### src/rtl/sm83_pkg.sv
// rtl/sm83_pkg.sv - shared SM83 stack-pointer IDU op and state encodings
package sm83_pkg;

  typedef enum logic [2:0] {
    SP_NOP      = 3'd0,
    SP_INC      = 3'd1,
    SP_DEC      = 3'd2,
    SP_LD_HL    = 3'd3,
    SP_LD_IMM   = 3'd4,
    SP_ADD_E8   = 3'd5,
    SP_LD_HL_E8 = 3'd6,
    SP_RSVD     = 3'd7
  } sm83_sp_op_t;

  typedef enum logic [1:0] {
    ST_IDLE   = 2'd0,
    ST_WB     = 2'd1,
    ST_IMM_HI = 2'd2,
    ST_ADD_HI = 2'd3
  } sm83_sp_idu_state_t;

endpackage

### src/rtl/sm83_add8_hc.sv
// rtl/sm83_add8_hc.sv - 8-bit adder with carry-in, bit-3 and bit-7 carry outs
module sm83_add8_hc (
  input  logic [7:0] a,
  input  logic [7:0] b,
  input  logic       cin,
  output logic [7:0] sum,
  output logic       c3,
  output logic       c7
);

  logic [4:0] lo;
  logic [4:0] hi;

  // Nibble split exposes the half-carry without a second adder.
  assign lo  = {1'b0, a[3:0]} + {1'b0, b[3:0]} + {4'd0, cin};
  assign hi  = {1'b0, a[7:4]} + {1'b0, b[7:4]} + {4'd0, lo[4]};
  assign sum = {hi[3:0], lo[3:0]};
  assign c3  = lo[4];
  assign c7  = hi[4];

endmodule

### src/rtl/sm83_sp_idu.sv
// rtl/sm83_sp_idu.sv - SM83 stack-pointer write-back controller with e8 add sequencing
module sm83_sp_idu
  import sm83_pkg::*;
(
  input  logic        clk,
  input  logic        reset_n,
  input  logic        start,
  input  logic [2:0]  op,
  input  logic [7:0]  imm,
  input  logic        imm_valid,
  input  logic [15:0] hl,
  input  logic [15:0] sp_q,
  output logic [15:0] sp_d,
  output logic        sp_we_lo,
  output logic        sp_we_hi,
  output logic [15:0] hl_d,
  output logic        hl_we,
  output logic        flag_h,
  output logic        flag_c,
  output logic        flag_we,
  output logic        busy,
  output logic        done
);

  sm83_sp_idu_state_t state, state_n;
  sm83_sp_op_t        op_c;

  logic [15:0] sp_d_n, hl_d_n;
  logic        sp_we_lo_n, sp_we_hi_n, hl_we_n;
  logic        flag_h_n, flag_c_n, flag_we_n, busy_n, done_n;

  // Operand state carried from the low-byte cycle into the high-byte cycle.
  logic        sign_r, sign_n;
  logic        carry_r, carry_n;
  logic [7:0]  lo_r, lo_n;
  logic        to_hl_r, to_hl_n;

  logic [7:0]  add_a, add_b, add_sum;
  logic        add_cin, add_c3, add_c7;

  assign op_c = sm83_sp_op_t'(op);

  // One adder: low byte at accept, sign-extended high byte in ADD_HI.
  assign add_a   = (state == ST_ADD_HI) ? sp_d[15:8]   : sp_q[7:0];
  assign add_b   = (state == ST_ADD_HI) ? {8{sign_r}}  : imm;
  assign add_cin = (state == ST_ADD_HI) ? carry_r      : 1'b0;

  sm83_add8_hc u_add (
    .a   (add_a),
    .b   (add_b),
    .cin (add_cin),
    .sum (add_sum),
    .c3  (add_c3),
    .c7  (add_c7)
  );

  always_comb begin
    state_n    = state;
    sp_d_n     = sp_d;
    hl_d_n     = hl_d;
    sp_we_lo_n = 1'b0;
    sp_we_hi_n = 1'b0;
    hl_we_n    = 1'b0;
    flag_h_n   = flag_h;
    flag_c_n   = flag_c;
    flag_we_n  = 1'b0;
    busy_n     = busy;
    done_n     = 1'b0;
    sign_n     = sign_r;
    carry_n    = carry_r;
    lo_n       = lo_r;
    to_hl_n    = to_hl_r;

    case (state)
      ST_IDLE: begin
        busy_n = 1'b0;
        if (start) begin
          busy_n = 1'b1;
          sp_d_n = sp_q;
          case (op_c)
            SP_INC, SP_DEC, SP_LD_HL: begin
              if (op_c == SP_INC)      sp_d_n = sp_q + 16'd1;
              else if (op_c == SP_DEC) sp_d_n = sp_q - 16'd1;
              else                     sp_d_n = hl;
              sp_we_lo_n = 1'b1;
              sp_we_hi_n = 1'b1;
              done_n     = 1'b1;
              state_n    = ST_WB;
            end
            SP_LD_IMM: begin
              sp_d_n     = {sp_q[15:8], imm};
              sp_we_lo_n = 1'b1;
              state_n    = ST_IMM_HI;
            end
            SP_ADD_E8, SP_LD_HL_E8: begin
              sign_n     = imm[7];
              carry_n    = add_c7;
              lo_n       = add_sum;
              to_hl_n    = (op_c == SP_LD_HL_E8);
              flag_h_n   = add_c3;
              flag_c_n   = add_c7;
              flag_we_n  = 1'b1;
              if (op_c == SP_ADD_E8) begin
                sp_d_n     = {sp_q[15:8], add_sum};
                sp_we_lo_n = 1'b1;
              end
              state_n    = ST_ADD_HI;
            end
            default: begin
              done_n  = 1'b1;
              state_n = ST_WB;
            end
          endcase
        end
      end
      ST_WB: begin
        busy_n  = 1'b0;
        state_n = ST_IDLE;
      end
      ST_IMM_HI: begin
        if (imm_valid) begin
          sp_d_n     = {imm, sp_d[7:0]};
          sp_we_hi_n = 1'b1;
          done_n     = 1'b1;
          state_n    = ST_WB;
        end
      end
      ST_ADD_HI: begin
        if (to_hl_r) begin
          hl_d_n  = {add_sum, lo_r};
          hl_we_n = 1'b1;
        end else begin
          sp_d_n     = {add_sum, lo_r};
          sp_we_hi_n = 1'b1;
        end
        done_n  = 1'b1;
        state_n = ST_WB;
      end
      default: state_n = ST_IDLE;
    endcase
  end

  always_ff @(posedge clk or negedge reset_n) begin
    if (!reset_n) begin
      state    <= ST_IDLE;
      sp_d     <= 16'd0;
      hl_d     <= 16'd0;
      sp_we_lo <= 1'b0;
      sp_we_hi <= 1'b0;
      hl_we    <= 1'b0;
      flag_h   <= 1'b0;
      flag_c   <= 1'b0;
      flag_we  <= 1'b0;
      busy     <= 1'b0;
      done     <= 1'b0;
      sign_r   <= 1'b0;
      carry_r  <= 1'b0;
      lo_r     <= 8'd0;
      to_hl_r  <= 1'b0;
    end else begin
      state    <= state_n;
      sp_d     <= sp_d_n;
      hl_d     <= hl_d_n;
      sp_we_lo <= sp_we_lo_n;
      sp_we_hi <= sp_we_hi_n;
      hl_we    <= hl_we_n;
      flag_h   <= flag_h_n;
      flag_c   <= flag_c_n;
      flag_we  <= flag_we_n;
      busy     <= busy_n;
      done     <= done_n;
      sign_r   <= sign_n;
      carry_r  <= carry_n;
      lo_r     <= lo_n;
      to_hl_r  <= to_hl_n;
    end
  end

endmodule

### config.mk
export PLATFORM = sky130hd
export DESIGN_NAME = sm83_sp_idu
export DESIGN_NICKNAME = d
export VERILOG_FILES = /design/src/rtl/sm83_pkg.sv /design/src/rtl/sm83_add8_hc.sv /design/src/rtl/sm83_sp_idu.sv
export SDC_FILE = /design/constraint.sdc
export NUM_CORES = 1
export LEC_CHECK = 0
export BUFFER_PORTS_ARGS = -buffer_cell sky130_fd_sc_hd__buf_2
export CORE_MARGIN = 2
export CORE_UTILIZATION = 45
export CTS_CLUSTER_DIAMETER = 30
export CTS_CLUSTER_SIZE = 24
export DETAILED_ROUTE_END_ITERATION = 6
export HOLD_SLACK_MARGIN = 0.15
export PLACE_DENSITY = 0.68
export SLEW_MARGIN = 20
export SYNTH_ARGS = -nofsm -noshare
export SYNTH_HDL_FRONTEND = slang
export SYNTH_HIERARCHICAL = 1
export SYNTH_SLANG_ARGS = --single-unit
### constraint.sdc
create_clock -name clk -period 8.2 [get_ports clk]
set_input_delay 0.41 -clock clk [delete_from_list [all_inputs] [get_ports clk]]
set_output_delay 0.41 -clock clk [all_outputs]
set_load 0.01 [all_outputs]
# After elaboration in Yosys (flattened, before gate mapping)
# Cells that the tools add are included.
# word_totals
reg_bits	52
word_cells	81
# classes
addsub	6
n_eq_ne	12
n_mux	34
bitwise	1
n_reduce_logical	13
# ops
op	count
$pmux 16 s3	2
$mux 16	5
$mux 8	3
$add 16x1->16 const B	1
$mux 1	16
$sub 16x1->16 const B	1
$add 4x4->5	2
$add 5x1->5	2
$eq 3x3->1 const B	3
$pmux 2 s4	1
$reduce_and 4->1	2
$eq 3x2->1 const B	2
$ne 2x2->1 const B	3
$pmux 1 s3	2
$reduce_or 3->1	2
$eq 2x2->1 const B	2
$mux 2	2
$pmux 1 s2	2
$pmux 2 s2	1
$reduce_and 2->1	2
$reduce_bool 2->1	2
$reduce_or 4->1	1
$eq 3x1->1 const B	1
$reduce_and 3->1	1
5 further kinds	5

# Logic depth before layout (Yosys ltp)
# logic_depth
word_depth	9
mapped_depth	21

# Cells and area by module
# The synthesis kept the hierarchy.
# modules_own_cells
mod	instances	cells_per_inst	area_each_um2	seq_area_each_um2
sm83_sp_idu	1	445	3880.0	1301.2
sm83_add8_hc	1	33	287.8	0.0

# Worst setup path before layout
# Ideal clock, no wire load.
# synth_timing
path_kind	reg-to-reg
start	reg state[0]
end	reg sp_d[6]
setup_time_ps	136
t_arrival_ps	4157
required_time_ps	8064
setup_slack_ps	3906
path_stages_with_launch	22
path_buffers	3
period_less_slack_ps	4294
path_cell_list	dfrtp_1 ha_1 clkbuf_1 clkbuf_1 clkbuf_1 nand2_1 o21ai_0 inv_1 fa_1 inv_1 fa_1 a21o_2 a21o_1 fa_1 inv_1 fa_1 xnor2_1 mux2_2 a21oi_1 o21ai_0 a221oi_1 a211oi_1
# synth_via
elab_chain_cells	9
# synth_lines
element	line	text
start, declared	sm83_sp_idu.sv:25	sm83_sp_idu_state_t state, state_n;
start signal, assigned	sm83_sp_idu.sv:161	state <= state_n;
$eq 2x2->1	sm83_sp_idu.sv:45	assign add_b = (state == ST_ADD_HI) ? {8{sign_r}} : imm;
$mux 8	sm83_sp_idu.sv:45	
net add_b[0]	sm83_sp_idu.sv:38	logic [7:0] add_a, add_b, add_sum;
$add 4x4->5	sm83_add8_hc.sv:15	assign lo = {1'b0, a[3:0]} + {1'b0, b[3:0]} + {4'd0, cin};
$add 5x1->5	sm83_add8_hc.sv:15	
net add_c3	sm83_sp_idu.sv:39	logic add_cin, add_c3, add_c7;
$add 5x1->5	sm83_add8_hc.sv:16	assign hi = {1'b0, a[7:4]} + {1'b0, b[7:4]} + {4'd0, lo[4]};
net add_sum[6]	sm83_sp_idu.sv:38	
$mux 8	sm83_sp_idu.sv:103	if (op_c == SP_ADD_E8) begin
$pmux 16 s3	sm83_sp_idu.sv:80	case (op_c)
$mux 16	sm83_sp_idu.sv:77	if (start) begin
$pmux 16 s3	sm83_sp_idu.sv:74	case (state)
end signal, assigned	sm83_sp_idu.sv:162	sp_d <= sp_d_n;
end, declared	sm83_sp_idu.sv:13	output logic [15:0] sp_d,
# The timed path passes the listed nets, and every way through them passes these cells. The select of a mux whose other input is x is not followed.
# A chain may end at the register's enable or synchronous reset.

# Worst setup path in the final report
# Same ends and word-level chain as after synthesis.

==> flow_metrics.env <==
export IMPL_setup_tns_ns=0
export IMPL_startpoint_type="register"
export IMPL_maxCapViolations=0
export IMPL_async_reset_ff_share_pct=100
export IMPL_timing_rr_start="state[0]"
export IMPL_clk_latency_ns=0.31
export IMPL_p_per_area_nw_per_um2=316
export IMPL_wire_per_inst_um=20.0
export IMPL_syn_nets=542
export IMPL_grt_start_max_net_pins=53
export IMPL_layoutNonFillerInstCount=653
export IMPL_critPathCaptureType="register"
export IMPL_postRouteAntennaNets=0
export IMPL_grt_util_all_layers_pct=26.6
export IMPL_num_nets_final=605
export IMPL_initialDrtViolationCount=341
export IMPL_ys_ff_latch=52
export IMPL_grt_pass1_wl_um=21100
export IMPL_first_pass_iters=6
export IMPL_period_share_pct=55.2
export IMPL_cp_arrival_ns=4.72
export IMPL_yosysSeqAreaShare_pct=31.2
export IMPL_hold_class="input pin to asynchronous set/reset pin"
export IMPL_clk_pin_slew_ns=0.10
export IMPL_hold_buffers=0
export IMPL_min_period_ns=4.53
export IMPL_core_um2=9110
export IMPL_synth_area_per_cell_um2=8.72
export IMPL_setup_worst_path_end="sp_d[6]"
export IMPL_worst_pin_slew_ns=0.957
export IMPL_gp_congestion=0.907
export IMPL_drive_above_1_share_pct=29.9
export IMPL_setup_violations=0
export IMPL_hold_violations=0
export IMPL_yosysWarningCount=6
export IMPL_clk_path_buf_depth=2
export IMPL_synth_edff_count=0
export IMPL_ios=87
export IMPL_cts_resized_gates=0
export IMPL_grt_antenna_before_repair=0
export IMPL_cts_buffers=5
export IMPL_fin_worst_skew_ns=0.00340
export IMPL_synthesis_area_um2=4170
export IMPL_dp_final_hpwl_um=9820
export IMPL_num_vias=4066
export IMPL_io_buffers=86
export IMPL_synth_top_area_cell="dfrtp_1"
export IMPL_die_area_um2=10000
export IMPL_outcome="completed"
export IMPL_crit_type="register to register"
export IMPL_diodes=0
export IMPL_max_vdd_ir_drop_v=0.000125
export IMPL_p_leak_nw=2.09
export IMPL_first_global_vias=3979
export IMPL_synthFlopType="dfrtp_1"
export IMPL_netlist_instances=478
export IMPL_regToRegEndpoint="sp_d[6]"
export IMPL_slew_headroom_pct=36.1
export IMPL_synthTopCellsByArea="dfrtp_1, mux2_2, o21ai_0"
export IMPL_rr_worst_depth=19
export IMPL_cp_startpoint="state[0]"
export IMPL_drcViolationCount=0
export IMPL_synth_distinct_cells=69
export IMPL_start_util_pct=45.8
export IMPL_die_h_um=100
export IMPL_viasPerCell=6.23
export IMPL_h_tree_depth=2
export IMPL_cp_max_fo=35
export IMPL_die_w_um=100
export IMPL_cts_tree="yes"
export IMPL_cts_root_buffer="clkbuf_8"
export IMPL_post_cts_buffers=0
export IMPL_rsz0062_at_grt="no"
export IMPL_reg2reg_slack_ns=3.67
export IMPL_p_total_mw=1.50
export IMPL_wirelength_um=13100
export IMPL_synth_common_cells="dfrtp_1, o21ai_0, mux2_2, inv_1"
export IMPL_synth_most_common_cell="dfrtp_1"
export IMPL_cp_required_ns=8.39
export IMPL_max_freq_mhz=221
export IMPL_grt_overflow=0
export IMPL_synth_top_area_share_pct=31.2
export IMPL_dp_cells=645
export IMPL_utilization_pct=52.2
export IMPL_clock_sinks=52
export IMPL_area_delta_synth_final_pct=14.1
export IMPL_rows=35
export IMPL_drv_slew=0
-- worst min-delay path by stage --
stage / endpoint / startpoint / cells past startpoint / slack (ns)
2_1_floorplan: busy / reset_n / 0 / 0.11
3_3_place_gp: sp_d[0] / sp_d[0] / 2 / 0.46
3_5_place_dp: sp_d[0] / sp_d[0] / 2 / 0.48
4_1_cts: sp_we_lo / reset_n / 2 / 0.24
5_1_grt: busy / reset_n / 2 / 0.26
6_report: to_hl_r / reset_n / 2 / 0.20
-- layer usage --
layer  global-route usage [%]  share of wire [%]
met5                        0                  0
met4                     8.43                2.7
met3                     3.62                7.5
met2                     42.5                 47
met1                     37.3                 43
-- worst max-delay path, cell delays in order, from the launching register on --
cell and delay, ns:
dfrtp_1 0.41, ha_1 0.40, buf_4 0.38, nand2_1 0.22, o21ai_0 0.14, inv_1 0.08, fa_1 0.41, inv_1 0.08
fa_1 0.20, a21o_2 0.12, a21o_1 0.13, fa_1 0.19, inv_1 0.06, fa_1 0.40, xnor2_1 0.19, mux2_2 0.29
a21oi_1 0.19, o21ai_0 0.10, a221oi_1 0.31, a211oi_1 0.11
-- through the flow --
step / cell area, um2 / hold WS [ns] / setup WS, ns
after floorplan: 4170 / 0.114 / 3.91
after global placement: 4630 / 0.464 / 3.91
after detailed placement: 4640 / 0.476 / 3.75
after CTS: 4750 / 0.235 / 3.71
after global routing: 4760 / 0.265 / 3.25
final: 4760 / 0.200 / 3.67
-- kinds of logic after synthesis --
logic type                 after synthesis  share of synthesized area, %
AOI/OAI and AO/OA                      149                          23.6
xor gates and xnor gates                12                          2.52
adders and majority gates               17                          5.82
buffers and inverters                   67                          6.63
DFF                                     52                          31.2
muxes                                   44                          11.7
and+or+nand+nor                        137                          18.5
-- flip-flops by register name, indices dropped and copies added, names as in the netlist, 2 cells and up --
register / count
sp_d: 16
hl_d: 16
state: 2
lo_r: 8
-- where the power goes --
group / switching (mW) / internal [mW] / total, mW
Sequential: 0.0886 / 0.381 / 0.469
Clock: 0.0920 / 0.0921 / 0.184
Combinational: 0.488 / 0.362 / 0.850
-- layout by cell type, fill, tap and decap left out, types with 3 or more instances in the layout --
master     n
inv_1     31
nand3_1   14
and4_1     5
nand2b_1   3
a31oi_1    9
a211oi_1   7
o22ai_1    4
xnor2_1    6
xor2_1     6
and3_1     6
o21ai_0   40
o21ai_1    3
mux2_2    38
a221oi_1   6
a21oi_1   26
buf_2     86
nor2_1    21
o211ai_1   9
nand4_1    7
a22oi_1   14
or3_1      5
mux2i_1    6
nor4_1     5
fa_1       4
clkbuf_8   5
ha_1      13
buf_4      6
and2_1     5
nor2b_1    4
dfrtp_1   52
nand2_1   26
or2_2      5
nor3_1    14
-- cell type report --
| cell class | count | area [um2] |
|---|---|---|
| tap | 111 | 139 |
| clock buffer | 5 | 68.8 |
| inverter | 31 | 116 |
| fill | 897 | 4350 |
| clock inverter | 3 | 46.3 |
| sequential | 52 | 1300 |
| multi-input combinational | 359 | 2610 |
| timing repair buffer | 92 | 475 |
No activity file was read; power rests on OpenSTA's default activity.
